### config.mk
export PLATFORM = sky130hd
export DESIGN_NAME = neg_increment_seq
export DESIGN_NICKNAME = d
export VERILOG_FILES = /design/src/rtl/neg_pkg.sv /design/src/rtl/neg_chunk_inc.sv /design/src/rtl/neg_increment_seq.sv
export SDC_FILE = /design/constraint.sdc
export NUM_CORES = 1
export LEC_CHECK = 0
export CAP_MARGIN = 15
export CORE_ASPECT_RATIO = 1.4
export CORE_UTILIZATION = 46
export DETAILED_ROUTE_END_ITERATION = 8
export PLACE_DENSITY_LB_ADDON = 0.2
export SLEW_MARGIN = 20
export SYNTH_ARGS = -nofsm -noshare
export SYNTH_HDL_FRONTEND = slang
export SYNTH_SLANG_ARGS = --single-unit
### constraint.sdc
create_clock -name clk -period 3.05 [get_ports clk]
set_input_delay 0.61 -clock clk [delete_from_list [all_inputs] [get_ports clk]]
set_output_delay 0.61 -clock clk [all_outputs]
set_load 0.05 [all_outputs]
### src/rtl/neg_pkg.sv
// Shared types for the two's-complement completion stage (neg_increment_seq).
// Latency: n/a (types and constants only).
// Backpressure: n/a.
package neg_pkg;

  // Operand width of the datapath feeding the ALU subtract path.
  localparam int DATA_W = 64;

  typedef enum logic [1:0] {
    IDLE = 2'd0,
    BUSY = 2'd1,
    DONE = 2'd2
  } neg_state_t;

  typedef logic [DATA_W-1:0] word_t;

  // Legal slice widths: a power of two from 8 to 64 that tiles the operand.
  function automatic bit chunk_w_ok(input int w);
    return ((w == 8) || (w == 16) || (w == 32) || (w == 64)) && ((DATA_W % w) == 0);
  endfunction

endpackage

### src/rtl/neg_chunk_inc.sv
// One slice of the sliced incrementer: sum = slice + cin, cout = carry out of the slice.
// Latency: combinational.
// Backpressure: none.
module neg_chunk_inc #(
  parameter int CHUNK_W = 16
) (
  input  logic [CHUNK_W-1:0] slice_i,
  input  logic               cin_i,
  output logic [CHUNK_W-1:0] sum_o,
  output logic               cout_o
);

  // Widen by one bit so the slice carry-out falls out of the add.
  assign {cout_o, sum_o} = {1'b0, slice_i} + {{CHUNK_W{1'b0}}, cin_i};

endmodule

### src/rtl/neg_increment_seq.sv
// Adds the +1 carry-in to an inverted operand (~a) to form -a, CHUNK_W bits per cycle.
// Latency: NUM_CHUNKS cycles from accept to out_valid (early exit on carry kill when
//          NEG_EARLY_DONE_EN is defined). Backpressure: single operand in flight; in_ready
//          is low from accept until the cycle after the output handshake.
module neg_increment_seq
  import neg_pkg::*;
#(
  parameter int CHUNK_W = 16
) (
  input  logic              clk,
  input  logic              rst_n,
  input  logic              in_valid,
  output logic              in_ready,
  input  logic [DATA_W-1:0] in_data,
  input  logic              inc_en,
  output logic              out_valid,
  input  logic              out_ready,
  output logic [DATA_W-1:0] out_data,
  output logic              out_carry,
  output logic              out_ovf
);

  localparam int NUM_CHUNKS = DATA_W / CHUNK_W;
  localparam int IDX_W      = (NUM_CHUNKS > 1) ? $clog2(NUM_CHUNKS) : 1;
  localparam logic [IDX_W-1:0] LAST_IDX = IDX_W'(NUM_CHUNKS - 1);
  localparam logic [IDX_W-1:0] IDX_ONE  = IDX_W'(1);

  // Reject slice widths that do not tile the operand at elaboration time.
  if (!chunk_w_ok(CHUNK_W)) begin : g_bad_chunk_w
    $error("neg_increment_seq: CHUNK_W must be 8, 16, 32 or 64");
  end

  neg_state_t       state_q;
  word_t            acc_q;
  word_t            acc_d;
  logic             carry_q;
  logic [IDX_W-1:0] idx_q;
  logic             msb_q;
  logic             inc_q;
  logic             out_valid_q;
  logic             in_ready_q;
  logic             out_carry_q;
  logic             out_ovf_q;

  int               slice_base;
  logic [CHUNK_W-1:0] slice_in;
  logic [CHUNK_W-1:0] slice_sum;
  logic             slice_cout;
  logic             last_slice;
  logic             finish;

  // Select the slice currently being incremented.
  always_comb begin
    slice_base = int'(idx_q) * CHUNK_W;
    slice_in   = acc_q[slice_base +: CHUNK_W];
  end

  neg_chunk_inc #(
    .CHUNK_W (CHUNK_W)
  ) u_chunk_inc (
    .slice_i (slice_in),
    .cin_i   (carry_q),
    .sum_o   (slice_sum),
    .cout_o  (slice_cout)
  );

  // Next accumulator value: current slice replaced by its incremented form.
  always_comb begin
    acc_d = acc_q;
    acc_d[slice_base +: CHUNK_W] = slice_sum;
  end

  assign last_slice = (idx_q == LAST_IDX);

`ifdef NEG_EARLY_DONE_EN
  // Once the carry dies the upper slices are already final, so stop early.
  assign finish = last_slice | ~slice_cout;
`else
  assign finish = last_slice;
`endif

  // Control FSM plus datapath registers; all outputs come straight from flops.
  always_ff @(posedge clk or negedge rst_n) begin
    if (!rst_n) begin
      state_q     <= IDLE;
      acc_q       <= '0;
      carry_q     <= 1'b0;
      idx_q       <= '0;
      msb_q       <= 1'b0;
      inc_q       <= 1'b0;
      out_valid_q <= 1'b0;
      in_ready_q  <= 1'b1;
      out_carry_q <= 1'b0;
      out_ovf_q   <= 1'b0;
    end else begin
      case (state_q)
        IDLE: begin
          if (in_valid && in_ready_q) begin
            acc_q       <= in_data;
            carry_q     <= inc_en;
            idx_q       <= '0;
            msb_q       <= in_data[DATA_W-1];
            inc_q       <= inc_en;
            out_carry_q <= 1'b0;
            out_ovf_q   <= 1'b0;
            in_ready_q  <= 1'b0;
            state_q     <= BUSY;
          end
        end
        BUSY: begin
          acc_q   <= acc_d;
          carry_q <= slice_cout;
          idx_q   <= idx_q + IDX_ONE;
          if (finish) begin
            // Only the carry out of the top slice is a true carry out of bit 63.
            out_carry_q <= last_slice & slice_cout;
            out_ovf_q   <= inc_q & ~msb_q & acc_d[DATA_W-1];
            out_valid_q <= 1'b1;
            state_q     <= DONE;
          end
        end
        DONE: begin
          if (out_ready) begin
            out_valid_q <= 1'b0;
            in_ready_q  <= 1'b1;
            state_q     <= IDLE;
          end
        end
        default: begin
          out_valid_q <= 1'b0;
          in_ready_q  <= 1'b1;
          state_q     <= IDLE;
        end
      endcase
    end
  end

  assign in_ready  = in_ready_q;
  assign out_valid = out_valid_q;
  assign out_data  = acc_q;
  assign out_carry = out_carry_q;
  assign out_ovf   = out_ovf_q;

endmodule

# After elaboration in Yosys (flattened, before gate mapping)
# Index checks and enable logic that the tools add are counted.
# word_totals
in_bits	69
output_inout_bits	68
elab_cells	58
register_bits	75
# op_classes
addsub	3
bitwise	6
reduce_logical	9
muxes	21
eq_ne	6
shifts	3
# op_table
operator	count
64-bit one-hot mux with 2 select lines	1
64-bit bitwise mux	1
64-bit 2-to-1 mux	1
16-bit by 33-bit variable shift with 64-bit output, first input constant	1
16-bit by 33-bit variable part select with 64-bit output	1
64-bit by 7-bit variable part select with 16-bit output	1
6-bit negation with 33-bit output	1
16-bit by 1-bit adder with 17-bit output	1
3-bit AND reduction	4
2-bit 2-to-1 mux	4
1-bit 2-to-1 mux	7
2-bit != test, second input constant	3
1-bit one-hot mux with 2 select lines	3
1-bit one-hot mux with 3 select lines	2
2-bit one-hot mux with 3 select lines	1
2-bit equality test, second input constant	2
2-bit one-hot mux with 2 select lines	1
2-bit AND reduction	2
1-bit bitwise AND	3
1-bit NOT	3
2-bit by 1-bit adder with 2-bit output, second input constant	1
2-bit by 1-bit equality test with 1-bit output, second input constant	1
2-bit logical NOT	1
2-bit nonzero test	1
1-bit logical AND	1

# Depth between registers and ports, before layout
# depth
ltp_word	7
depth_mapped	11
mapped_depth_nobuf	8

# Hierarchy
# From an unflattened synthesis, not the netlist that was laid out.
# unflattened
hier_cells	371
area_unflattened_um2	4763.3
# modules_own_cells
module	instances	area_per_inst_um2	cells_each
neg_increment_seq	1	4431.8	327
neg_chunk_inc	1	331.6	44

# Least setup slack after synthesis
# Ideal clock, no wire load.
# synth_timing
kind	reg-to-reg
start	reg idx_q[0]
end	reg acc_q[58], in the netlist out_data[58]
path_slack_ns	0.558
synth_period_minus_slack_ns	2.492
arrival_ns	2.396
required_ns	2.954
stages_incl_launch_ff	12
path_cell_list	dfrtp_1 -> buf_6 -> buf_12 -> buf_6 -> mux4_2 -> ha_1 -> nand2b_1 -> o22ai_2 -> nor3b_4 -> and3_4 -> xnor2_2 -> a311oi_2
# synth_between
elab_chain_cells	5
word_cells_on_any_way	7
cone_classes	add/sub: 2; shift: 3; mux: 2
# synth_rtl
element	line	source
start, declared	neg_increment_seq.sv:37	logic [IDX_W-1:0] idx_q;
start signal, assigned	neg_increment_seq.sv:113	idx_q <= idx_q + IDX_ONE;
64-bit by 7-bit variable part select with 16-bit output	neg_increment_seq.sv:55	slice_in = acc_q[slice_base +: CHUNK_W];
16-bit by 1-bit adder with 17-bit output	neg_chunk_inc.sv:14	assign {cout_o, sum_o} = {1'b0, slice_i} + {{CHUNK_W{1'b0}}, cin_i};
16-bit by 33-bit variable part select with 64-bit output	neg_increment_seq.sv:70	acc_d[slice_base +: CHUNK_W] = slice_sum;
64-bit bitwise mux *	neg_increment_seq.sv:70	
64-bit one-hot mux with 2 select lines *	neg_increment_seq.sv:96	case (state_q)
end signal, assigned	neg_increment_seq.sv:99	acc_q <= in_data;
end, declared	neg_increment_seq.sv:34	word_t acc_q;
# Mark *: on every way between the ends. The rest lies on a longest branch, timed or not.
# A chain may end at the register's enable or synchronous reset.

# Worst setup path in the final report
# layout_timing
start	reg idx_q[1]
end	reg acc_q[60], in the netlist out_data[60]
# The elaborated chain is that of the path after synthesis.

==> results.sh <==
export IMPL_grt_start_max_net_pins=76
export IMPL_register_area_um2=1880
export IMPL_drc=0
export IMPL_setup_viol=0
export IMPL_via_per_inst=6.33
export IMPL_largest_register_ffs=64
export IMPL_rows=40
export IMPL_crit_type="register to register"
export IMPL_diodes=0
export IMPL_worst_hold_slack_ns=0.392
export IMPL_synthTopCellsByCount="nor2_1, dfrtp_1, a21oi_1"
export IMPL_max_slew_worst_pin_slew_ns=0.983
export IMPL_worstPathRequired_ns=3.24
export IMPL_die_y_um=114
export IMPL_p_per_area_nw_per_um2=1320
export IMPL_slew_headroom_pct=34.5
export IMPL_place_congestion=0.908
export IMPL_totalWireLength_um=14300
export IMPL_status="complete, no violations"
export IMPL_seq_area_frac_synth_pct=45.5
export IMPL_crit_slowest_cell="dfrtp_1"
export IMPL_fin_ws_ns=0.474
export IMPL_critPathMaxStageDelay_ns=0.65
export IMPL_max_clock_path_buffers=2
export IMPL_tns_ns=0
export IMPL_final_antenna_net_count=0
export IMPL_area_delta_synth_final_pct=43.1
export IMPL_num_vias=4243
export IMPL_place_ws_ns=0.382
export IMPL_grt_pass1_vias=4299
export IMPL_pin_count=137
export IMPL_path_buf_inv=0
export IMPL_r2r_slack_ns=0.47
export IMPL_track_usage_pct=33.0
export IMPL_die_w_um=82.1
export IMPL_clock_sinks=75
export IMPL_ctsHtreeMaxLevel=3
export IMPL_synth_nets=499
export IMPL_dp_hpwl_um=10000
export IMPL_final_hold_viol_count=0
export IMPL_final_cells=670
export IMPL_avgSynthCellArea_um2=9.74
export IMPL_synth_area_leaders="dfrtp_1, nor2_1, a21oi_1"
export IMPL_globalRoute_totalOverflow=0
export IMPL_yosysTopAreaCell="dfrtp_1"
export IMPL_crit_arrival_ns=2.77
export IMPL_placed_area_um2=5610
export IMPL_timing_fmax_mhz=388
export IMPL_cts_tree="built"
export IMPL_synth_distinct_cells=48
export IMPL_cts_buffers=9
export IMPL_rr_worst_depth=8
export IMPL_insertion_delay_ns=0.34
export IMPL_peakVddDrop_mv=0.853
export IMPL_clk_pin_slew_ns=0.06
export IMPL_yosys_area_top_type_share_pct=44.9
export IMPL_syn_area_um2=4130
export IMPL_critPathLaunch="idx_q[1]"
export IMPL_crit_family="flip-flops"
export IMPL_coreArea_um2=8660
export IMPL_start_kind="register"
export IMPL_r2r_start="idx_q[1]"
export IMPL_layout_drive_gt1_share_pct=9.73
export IMPL_cts_root_buffer="clkbuf_16"
export IMPL_start_util_pct=47.7
export IMPL_p_leak_nw=2.36
export IMPL_antenna_found_initial=0
export IMPL_min_period_ns=2.58
export IMPL_rsz0062_at_grt="no"
export IMPL_finalPower_mw=7.79
export IMPL_wl_per_cell_um=21.4
export IMPL_nets=636
export IMPL_cts_resized=0
export IMPL_worstPathMaxFanout=12
export IMPL_period_share_pct=84.5
export IMPL_design_area_um2=5910
export IMPL_crit_chain="mux4_2, ha_1, nand2_1, o22ai_2, nor2b_1, nand3_1, xor2_1, o22ai_1"
export IMPL_placedCellCount=655
export IMPL_nFillCells=680
export IMPL_fp_dieArea_um2=9360
export IMPL_fin_util_pct=68.2
export IMPL_yosysWarningCount=0
export IMPL_first_iter_violations=448
export IMPL_port_buffers=136
export IMPL_netlist_instances=424
export IMPL_fin_skew_ns=0.00401
export IMPL_drtPass1Iterations=5
export IMPL_max_cap_violations=0
export IMPL_multi_input_area_um2=2110
export IMPL_synth_flop_cell="dfrtp_1"
export IMPL_synth_seq_cells=75
export IMPL_hold_path_class="input port to asynchronous set/reset pin"
export IMPL_post_synth_top_count_cell="nor2_1"
export IMPL_cts_hold_buf=0
export IMPL_slew_viol_final=0
export IMPL_synthArstFlopShare_pct=100
export IMPL_r2r_end="out_data[60]"
export IMPL_synth_edf_count=0
export IMPL_grt_pass1_wl_um=22300
export IMPL_end_kind="register"
export IMPL_cts_setup_buffers=0
cells by family after synthesis:
kind of cell / after synthesis / share of synthesized area (%)
xor+xnor: 15 / 3.36
fa+ha+maj: 6 / 1.82
buf+inv: 30 / 3.55
mux: 20 / 10.2
compound gates: 139 / 20.3
flops: 75 / 45.5
simple gates: 139 / 15.2
report_power, final:
group | switching (mW) | total (mW) | internal, mW
combinational | 3.03 | 4.73 | 1.71
sequential | 0.514 | 1.98 | 1.47
clock | 0.400 | 1.07 | 0.673
layout by cell type (no fill, tap or decap), types with 2 or more instances in the layout:
| master | n |
|---|---|
| clkbuf_1 | 2 |
| and3_4 | 2 |
| nand3_1 | 7 |
| nand4_1 | 4 |
| mux2_2 | 2 |
| o31ai_1 | 2 |
| a221oi_1 | 10 |
| mux4_1 | 5 |
| o22ai_1 | 39 |
| mux4_2 | 11 |
| o21ai_0 | 15 |
| xnor2_1 | 4 |
| nor2_1 | 77 |
| clkbuf_8 | 2 |
| inv_1 | 2 |
| nand2_1 | 32 |
| ha_1 | 6 |
| nand3_2 | 2 |
| clkbuf_16 | 9 |
| nor2b_1 | 3 |
| mux2i_1 | 2 |
| a22oi_1 | 3 |
| o21a_1 | 4 |
| buf_4 | 18 |
| and3_1 | 2 |
| dfrtp_1 | 74 |
| clkdlybuf4s50_1 | 135 |
| o21ai_1 | 2 |
| xor2_1 | 10 |
| nand3b_1 | 2 |
| a21oi_1 | 57 |
layout make-up:
class	instances	share of cell area [%]
Inverter	3	0.191
Tap cell	105	2.22
Multi-Input combinational cell	319	35.6
Clock buffer	13	4.40
Sequential cell	75	31.8
Clock inverter	2	0.593
Timing Repair Buffer	153	25.2
routing by layer:
layer,GRT usage (%),wire [um]
met5,0,0
met3,5.74,1180
met1,41.1,5340
met2,51.8,7080
met4,21.8,719
worst max-delay path by stage:
stage                   endpoint  slack [ns]  cells past startpoint
detailed placement  out_data[21]        0.38                      7
global placement    out_data[21]        0.43                      7
floorplan           out_data[58]        0.56                     11
global route        out_data[44]        0.27                      8
CTS                 out_data[60]        0.49                      8
finish              out_data[60]        0.47                      8
Power figures use the tool's default switching activity.
